==> src/rtl/cipher_frame_receiver.sv <==
// ---------------------------------------------------------------------------
// cipher_frame_receiver
// Deserialises 7-bit encrypted frames from an asynchronous serial line
// (start, d0..d6 LSB first, even parity, stop). It checks parity and framing,
// then places each good frame in a 1-entry output buffer together with the
// key that was current when the frame was committed. The buffer is drained
// over a valid/ready handshake.
//
// Ports
//   clk           : single clock, all state on the rising edge
//   reset         : synchronous, active-high reset
//   serialIn      : asynchronous serial line, idles high
//   keyIn/keyLoad : keyLoad strobe loads keyIn into the key register
//   rxMessage     : buffered encrypted message (bit 0 = first data bit)
//   rxKey         : key paired with rxMessage
//   rxValid       : buffer holds a frame
//   rxReady       : consumer accepts when rxValid & rxReady
//   parityError   : 1-cycle pulse, frame dropped for bad parity
//   framingError  : 1-cycle pulse, frame dropped for stop bit = 0
//   overrun       : 1-cycle pulse, good frame dropped because buffer full
// ---------------------------------------------------------------------------
module cipher_frame_receiver #(
    parameter int CLKS_PER_BIT = 16,
    parameter int CNT_W        = 8
) (
    input  logic       clk,
    input  logic       reset,
    input  logic       serialIn,
    input  logic [6:0] keyIn,
    input  logic       keyLoad,
    output logic [6:0] rxMessage,
    output logic [6:0] rxKey,
    output logic       rxValid,
    input  logic       rxReady,
    output logic       parityError,
    output logic       framingError,
    output logic       overrun
);

    localparam logic [CNT_W-1:0] BIT_LAST  = CNT_W'(CLKS_PER_BIT - 1);
    localparam logic [CNT_W-1:0] HALF_LAST = CNT_W'(CLKS_PER_BIT / 2 - 1);
    localparam logic [CNT_W-1:0] CNT_ZERO  = CNT_W'(0);
    localparam logic [CNT_W-1:0] CNT_ONE   = CNT_W'(1);

    typedef enum logic [2:0] {
        ST_IDLE      = 3'd0,
        ST_START     = 3'd1,
        ST_DATA      = 3'd2,
        ST_PARITY    = 3'd3,
        ST_STOP      = 3'd4,
        ST_WAIT_HIGH = 3'd5
    } state_t;

    // True when data plus parity bit carry an even number of ones.
    function automatic logic even_parity_ok(input logic [6:0] data, input logic par);
        return ~(^{data, par});
    endfunction

    state_t           state_q, state_d;
    logic [1:0]       sync_q, sync_d;
    logic [CNT_W-1:0] cnt_q, cnt_d;
    logic [2:0]       bit_idx_q, bit_idx_d;
    logic [6:0]       shift_q, shift_d;
    logic             par_q, par_d;
    logic [6:0]       key_q, key_d;
    logic [6:0]       rx_msg_q, rx_msg_d;
    logic [6:0]       rx_key_q, rx_key_d;
    logic             rx_valid_q, rx_valid_d;
    logic             parity_err_q, parity_err_d;
    logic             framing_err_q, framing_err_d;
    logic             overrun_q, overrun_d;
    logic             commit_s;
    logic             line_s;

    // Synchronised line as seen by the FSM (second synchroniser stage).
    assign line_s = sync_q[1];

    // Next-state, sampling and output-buffer logic.
    always_comb begin
        state_d       = state_q;
        sync_d        = {sync_q[0], serialIn};
        cnt_d         = cnt_q;
        bit_idx_d     = bit_idx_q;
        shift_d       = shift_q;
        par_d         = par_q;
        key_d         = key_q;
        rx_msg_d      = rx_msg_q;
        rx_key_d      = rx_key_q;
        rx_valid_d    = rx_valid_q & ~rxReady;
        parity_err_d  = 1'b0;
        framing_err_d = 1'b0;
        overrun_d     = 1'b0;
        commit_s      = 1'b0;

        if (keyLoad) begin
            key_d = keyIn;
        end else begin
            key_d = key_q;
        end

        case (state_q)
            ST_IDLE: begin
                cnt_d = CNT_ZERO;
                if (!line_s) begin
                    state_d = ST_START;
                end else begin
                    state_d = ST_IDLE;
                end
            end
            ST_START: begin
                // Mid-start-bit sample rejects short low glitches silently.
                if (cnt_q == HALF_LAST) begin
                    cnt_d     = CNT_ZERO;
                    bit_idx_d = 3'd0;
                    if (line_s) begin
                        state_d = ST_IDLE;
                    end else begin
                        state_d = ST_DATA;
                    end
                end else begin
                    cnt_d = cnt_q + CNT_ONE;
                end
            end
            ST_DATA: begin
                if (cnt_q == BIT_LAST) begin
                    cnt_d              = CNT_ZERO;
                    shift_d[bit_idx_q] = line_s;
                    if (bit_idx_q == 3'd6) begin
                        state_d = ST_PARITY;
                    end else begin
                        bit_idx_d = bit_idx_q + 3'd1;
                    end
                end else begin
                    cnt_d = cnt_q + CNT_ONE;
                end
            end
            ST_PARITY: begin
                if (cnt_q == BIT_LAST) begin
                    cnt_d   = CNT_ZERO;
                    par_d   = line_s;
                    state_d = ST_STOP;
                end else begin
                    cnt_d = cnt_q + CNT_ONE;
                end
            end
            ST_STOP: begin
                // Framing fault outranks parity fault.
                if (cnt_q == BIT_LAST) begin
                    cnt_d = CNT_ZERO;
                    if (!line_s) begin
                        framing_err_d = 1'b1;
                        state_d       = ST_WAIT_HIGH;
                    end else if (!even_parity_ok(shift_q, par_q)) begin
                        parity_err_d = 1'b1;
                        state_d      = ST_IDLE;
                    end else begin
                        commit_s = 1'b1;
                        state_d  = ST_IDLE;
                    end
                end else begin
                    cnt_d = cnt_q + CNT_ONE;
                end
            end
            ST_WAIT_HIGH: begin
                // A held-low break must not be taken as a new start bit.
                cnt_d = CNT_ZERO;
                if (line_s) begin
                    state_d = ST_IDLE;
                end else begin
                    state_d = ST_WAIT_HIGH;
                end
            end
            default: begin
                state_d = ST_IDLE;
                cnt_d   = CNT_ZERO;
            end
        endcase

        // A commit may land in the same cycle the old frame is accepted.
        if (commit_s) begin
            if (!rx_valid_q || rxReady) begin
                rx_msg_d   = shift_q;
                rx_key_d   = key_q;
                rx_valid_d = 1'b1;
            end else begin
                overrun_d = 1'b1;
            end
        end else begin
            overrun_d = 1'b0;
        end
    end

    // State register with synchronous reset.
    always_ff @(posedge clk) begin
        if (reset) begin
            state_q       <= ST_IDLE;
            sync_q        <= 2'b11;
            cnt_q         <= CNT_ZERO;
            bit_idx_q     <= 3'd0;
            shift_q       <= 7'd0;
            par_q         <= 1'b0;
            key_q         <= 7'd0;
            rx_msg_q      <= 7'd0;
            rx_key_q      <= 7'd0;
            rx_valid_q    <= 1'b0;
            parity_err_q  <= 1'b0;
            framing_err_q <= 1'b0;
            overrun_q     <= 1'b0;
        end else begin
            state_q       <= state_d;
            sync_q        <= sync_d;
            cnt_q         <= cnt_d;
            bit_idx_q     <= bit_idx_d;
            shift_q       <= shift_d;
            par_q         <= par_d;
            key_q         <= key_d;
            rx_msg_q      <= rx_msg_d;
            rx_key_q      <= rx_key_d;
            rx_valid_q    <= rx_valid_d;
            parity_err_q  <= parity_err_d;
            framing_err_q <= framing_err_d;
            overrun_q     <= overrun_d;
        end
    end

    assign rxMessage    = rx_msg_q;
    assign rxKey        = rx_key_q;
    assign rxValid      = rx_valid_q;
    assign parityError  = parity_err_q;
    assign framingError = framing_err_q;
    assign overrun      = overrun_q;

endmodule

==> config.mk <==
export PLATFORM = sky130hd
export DESIGN_NAME = cipher_frame_receiver
export DESIGN_NICKNAME = d
export VERILOG_FILES = /design/src/rtl/cipher_frame_receiver.sv
export SDC_FILE = /design/constraint.sdc
export NUM_CORES = 1
export LEC_CHECK = 0
export CAP_MARGIN = 20
export CORE_MARGIN = 2
export CORE_UTILIZATION = 53
export DETAILED_ROUTE_END_ITERATION = 6
export PLACE_DENSITY = 0.78
export SYNTH_ARGS = -nofsm -noshare
export SYNTH_HDL_FRONTEND = slang
export SYNTH_SLANG_ARGS = --single-unit
==> constraint.sdc <==
create_clock -name clk -period 2.7 [get_ports clk]
set_input_delay 0.405 -clock clk [delete_from_list [all_inputs] [get_ports clk]]
set_output_delay 0.405 -clock clk [all_outputs]
set_load 0.1 [all_outputs]
==> results.py <==
metrics = {
    "status": {
        "status": "completed",
    },
    "cts": {
        "cts_tree": "yes",
        "root_buffer": "clkbuf_8",
        "cts_inserted_buffers": 5,
        "clock_tree.htree_level_count": 2,
        "cts.path.max_buffers": 2,
        "clock-sinks": 49,
        "ctsResizeCount": 0,
        "hold_buffers": 0,
        "clock_latency_ns": 0.30,
        "path_clk_slew_ns": 0.09,
        "post_cts.repair.setup_buffers": 0,
    },
    "global_routing": {
        "top_usage_layer": "met2",
        "grtUsageMet1_pct": 26.3,
        "overflow": 0,
        "grt_use_total_pct": 20.3,
        "use_met2_pct": 32.4,
        "grt_max_degree": 34,
        "grt_pass1_wl_mm": 6.89,
        "antenna_found_initial": 0,
        "grt_pass1_vias": 1555,
        "grt_use_met3_pct": 6.00,
    },
    "final_layout": {
        "fin_nets": 287,
        "n_antenna_cell": 0,
        "fill_cells": 329,
        "mostFrequentLayoutCells": "dfxtp_1 (49), nor2_1 (30), buf_4 (26), nand3_1 (25), a21oi_1 (21)",
        "design_area_mm2": 0.00254,
        "drive_gt1_share_pct": 14.3,
        "final_common_cell": "dfxtp_1",
        "syn2layout_area_growth_pct": 19.7,
    },
    "yosys": {
        "yosysWarnings": 0,
        "ys_ff_latch": 49,
        "synthCells": 245,
        "syn_area_mm2": 0.00212,
        "ys_types": 33,
        "syn_area_per_cell_um2": 8.65,
        "syn_nets": 260,
        "yosysSeqAreaShare_pct": 46.3,
    },
    "worst_setup_path": {
        "cp.required_ns": 2.90,
        "worstSetupEndpointType": "register",
        "cp-start-kind": "register",
        "critPathSlowestCell": "or4_4",
        "cp.arrival_ns": 2.32,
        "ff2ff_path_depth": 5,
        "path_depth": 5,
        "r2r_setup_slack_ns": 0.58,
        "critPathCapture": "bit_idx_q[0]$_SDFFE_PP0P_",
        "crit_type": "reg2reg",
        "cpPeakStageDelay_ns": 0.57,
        "cp.buffers_inverters": 0,
        "crit_family": "simple AND/OR/NAND/NOR gates",
        "worstReg2RegEnd": "bit_idx_q[0]$_SDFFE_PP0P_",
        "path_cells": "or4_4 -> or4_1 -> a221o_1 -> a21oi_1 -> nor2_1",
        "r2r-start": "cnt_q[5]$_SDFF_PP0_",
        "startpoint": "cnt_q[5]$_SDFF_PP0_",
        "critPathMaxFanout": 5,
    },
    "sta": {
        "slew_headroom_pct": 60.2,
        "finalCritPeriodShare_pct": 78.6,
        "finalClockSkew_ns": 0.00636,
        "tightest_slew_ns": 0.595,
        "fin_ws_ns": 0.577,
        "max_clock_freq_mhz": 471,
        "slew_viol_final": 0,
        "whs_ns": 0.416,
        "setup_violations": 0,
        "period_needed_ns": 2.12,
        "rsz0062_at_grt": "no",
        "hold_violations": 0,
        "setup_tns_ns": 0,
    },
    "route": {
        "viasPerCell": 5.43,
        "dr.pass1.iters": 4,
        "antenna_left": 0,
        "drtIter0Drc": 69,
        "vias": 1744,
        "finalWirelength_mm": 4.20,
        "drc_errors": 0,
        "wl_per_cell_um": 13.1,
    },
    "floorplanning": {
        "io_pins": 30,
        "die_y_um": 67.2,
        "die_width_um": 67.2,
        "start_util_pct": 56.6,
        "die_area_mm2": 0.00452,
        "core-area_mm2": 0.00374,
        "row_count": 22,
    },
    "power": {
        "ir_worst_vdd_uv": 388,
        "p_per_area_mw_per_mm2": 523,
        "leakagePower_nw": 0.938,
    },
    "placed_design": {
        "hpwl_mm": 3.04,
        "gp_congestion": 0.764,
        "place_ws_ns": 0.602,
        "placed_area_mm2": 0.00242,
        "io_buffers": 29,
    },
    "run": {
        "maxCapViolCount": 0,
    },
    "min_path": {
        "hold_class": "reg2reg",
        "min-delay-start": "sync_q[0]$_SDFF_PP1_",
    },
}
==> sequential cells by signal (all words and copies together), names as in the netlist <==
name,flops
rxKey,7
key_q,7
framingError,1
rxValid,1
rxMessage,7
bit_idx_q,3
overrun,1
par_q,1
state_q,3
sync_q,2
cnt_q,8
parityError,1
shift_q,7
==> cell families (layout without fill, tap and decap cells) <==
kind of cell    after synthesis  in the layout  synth area share (%)
simple gates                 96             96                  23.0
flops                        49             49                  46.3
compound gates               48             48                  12.6
buf+inv                      20             48                  3.54
xor+xnor                     15             15                  6.20
mux                          14             14                  6.61
fa+ha+maj                     3              3                  1.77
==> cell usage after synthesis <==
cell,number,share of area (%)
nor2b_1,2,0.59
dfxtp_1,49,46
nor4b_1,1,0.41
nand2b_1,2,0.59
and3_1,2,0.59
xor2_1,4,1.7
nand3b_1,3,1.1
a221o_1,1,0.47
nor4_2,1,0.59
clkbuf_1,17,3.0
a32oi_1,1,0.41
or4_4,1,0.53
nor3b_1,2,0.71
inv_1,3,0.53
nor2_1,30,5.3
a21oi_1,21,5.0
nand4_1,1,0.30
a31oi_1,1,0.30
nor3b_2,1,0.59
nand2_1,11,1.9
nor3_1,8,1.9
or3b_2,1,0.41
ha_1,3,1.8
nand3_1,25,5.9
a211oi_1,2,0.71
xnor2_1,11,4.5
o21ai_0,19,4.5
a311oi_1,1,0.41
mux2i_1,14,6.6
nor4_1,1,0.30
or2_2,2,0.59
or4_1,2,0.71
a211o_1,2,0.83
==> report_power, final <==
part / internal [mW] / leakage (nW) / switching, mW / total, mW
Combinational: 0.0295 / 0.483 / 0.0275 / 0.0570
Sequential: 0.731 / 0.397 / 0.00712 / 0.738
Clock: 0.302 / 0.0585 / 0.230 / 0.532
==> worst min path at each step <==
stage                     slack [ns]  cells after the start              endpoint
after global routing            0.46                      1  sync_q[1]$_SDFF_PP1_
final                           0.42                      1  sync_q[1]$_SDFF_PP1_
after floorplan                 0.39                      1  sync_q[1]$_SDFF_PP1_
after global placement          0.39                      1  sync_q[1]$_SDFF_PP1_
after CTS                       0.42                      1  sync_q[1]$_SDFF_PP1_
after detailed placement        0.40                      1  sync_q[1]$_SDFF_PP1_
==> metrics by stage <==
step | utilization (%) | cells | power (mW)
6_report | 67.8 | 321 | 1.33
5_1_grt | 67.8 | 321 | 1.37
4_1_cts | 67.8 | 321 | 1.34
3_5_place_dp | 64.7 | 313 | 0.812
3_3_place_gp | 64.7 | 313 | 0.811
2_1_floorplan | - | 245 | 0.787
==> per-layer routing <==
| metal | vias to the layer above | part of all wire (%) |
|---|---|---|
| met5 | - | 0 |
| met4 | 0 | 1.3 |
| met3 | 4 | 3.3 |
| met2 | 23 | 48 |
| met1 | 806 | 48 |
| li1 | 911 | - |
==> worst register-to-register path: stages, from the launching register on <==
cell	delay (ns)
dfxtp_1	0.36
or4_4	0.57
or4_1	0.50
a221o_1	0.39
a21oi_1	0.15
nor2_1	0.05
==> cell type report <==
| type | instances | area [um2] | share of cell area, % |
|---|---|---|---|
| multi-input cells | 176 | 1060 | 41.9 |
| flip-flops and latches | 49 | 981 | 38.7 |
| repair buffers | 37 | 305 | 12.0 |
| clock buffers | 7 | 86.3 | 3.40 |
| well taps | 48 | 60.1 | 2.37 |
| clock inverters | 1 | 30.0 | 1.18 |
| inverters | 3 | 11.3 | 0.444 |
(Power assumes the default switching activity.)
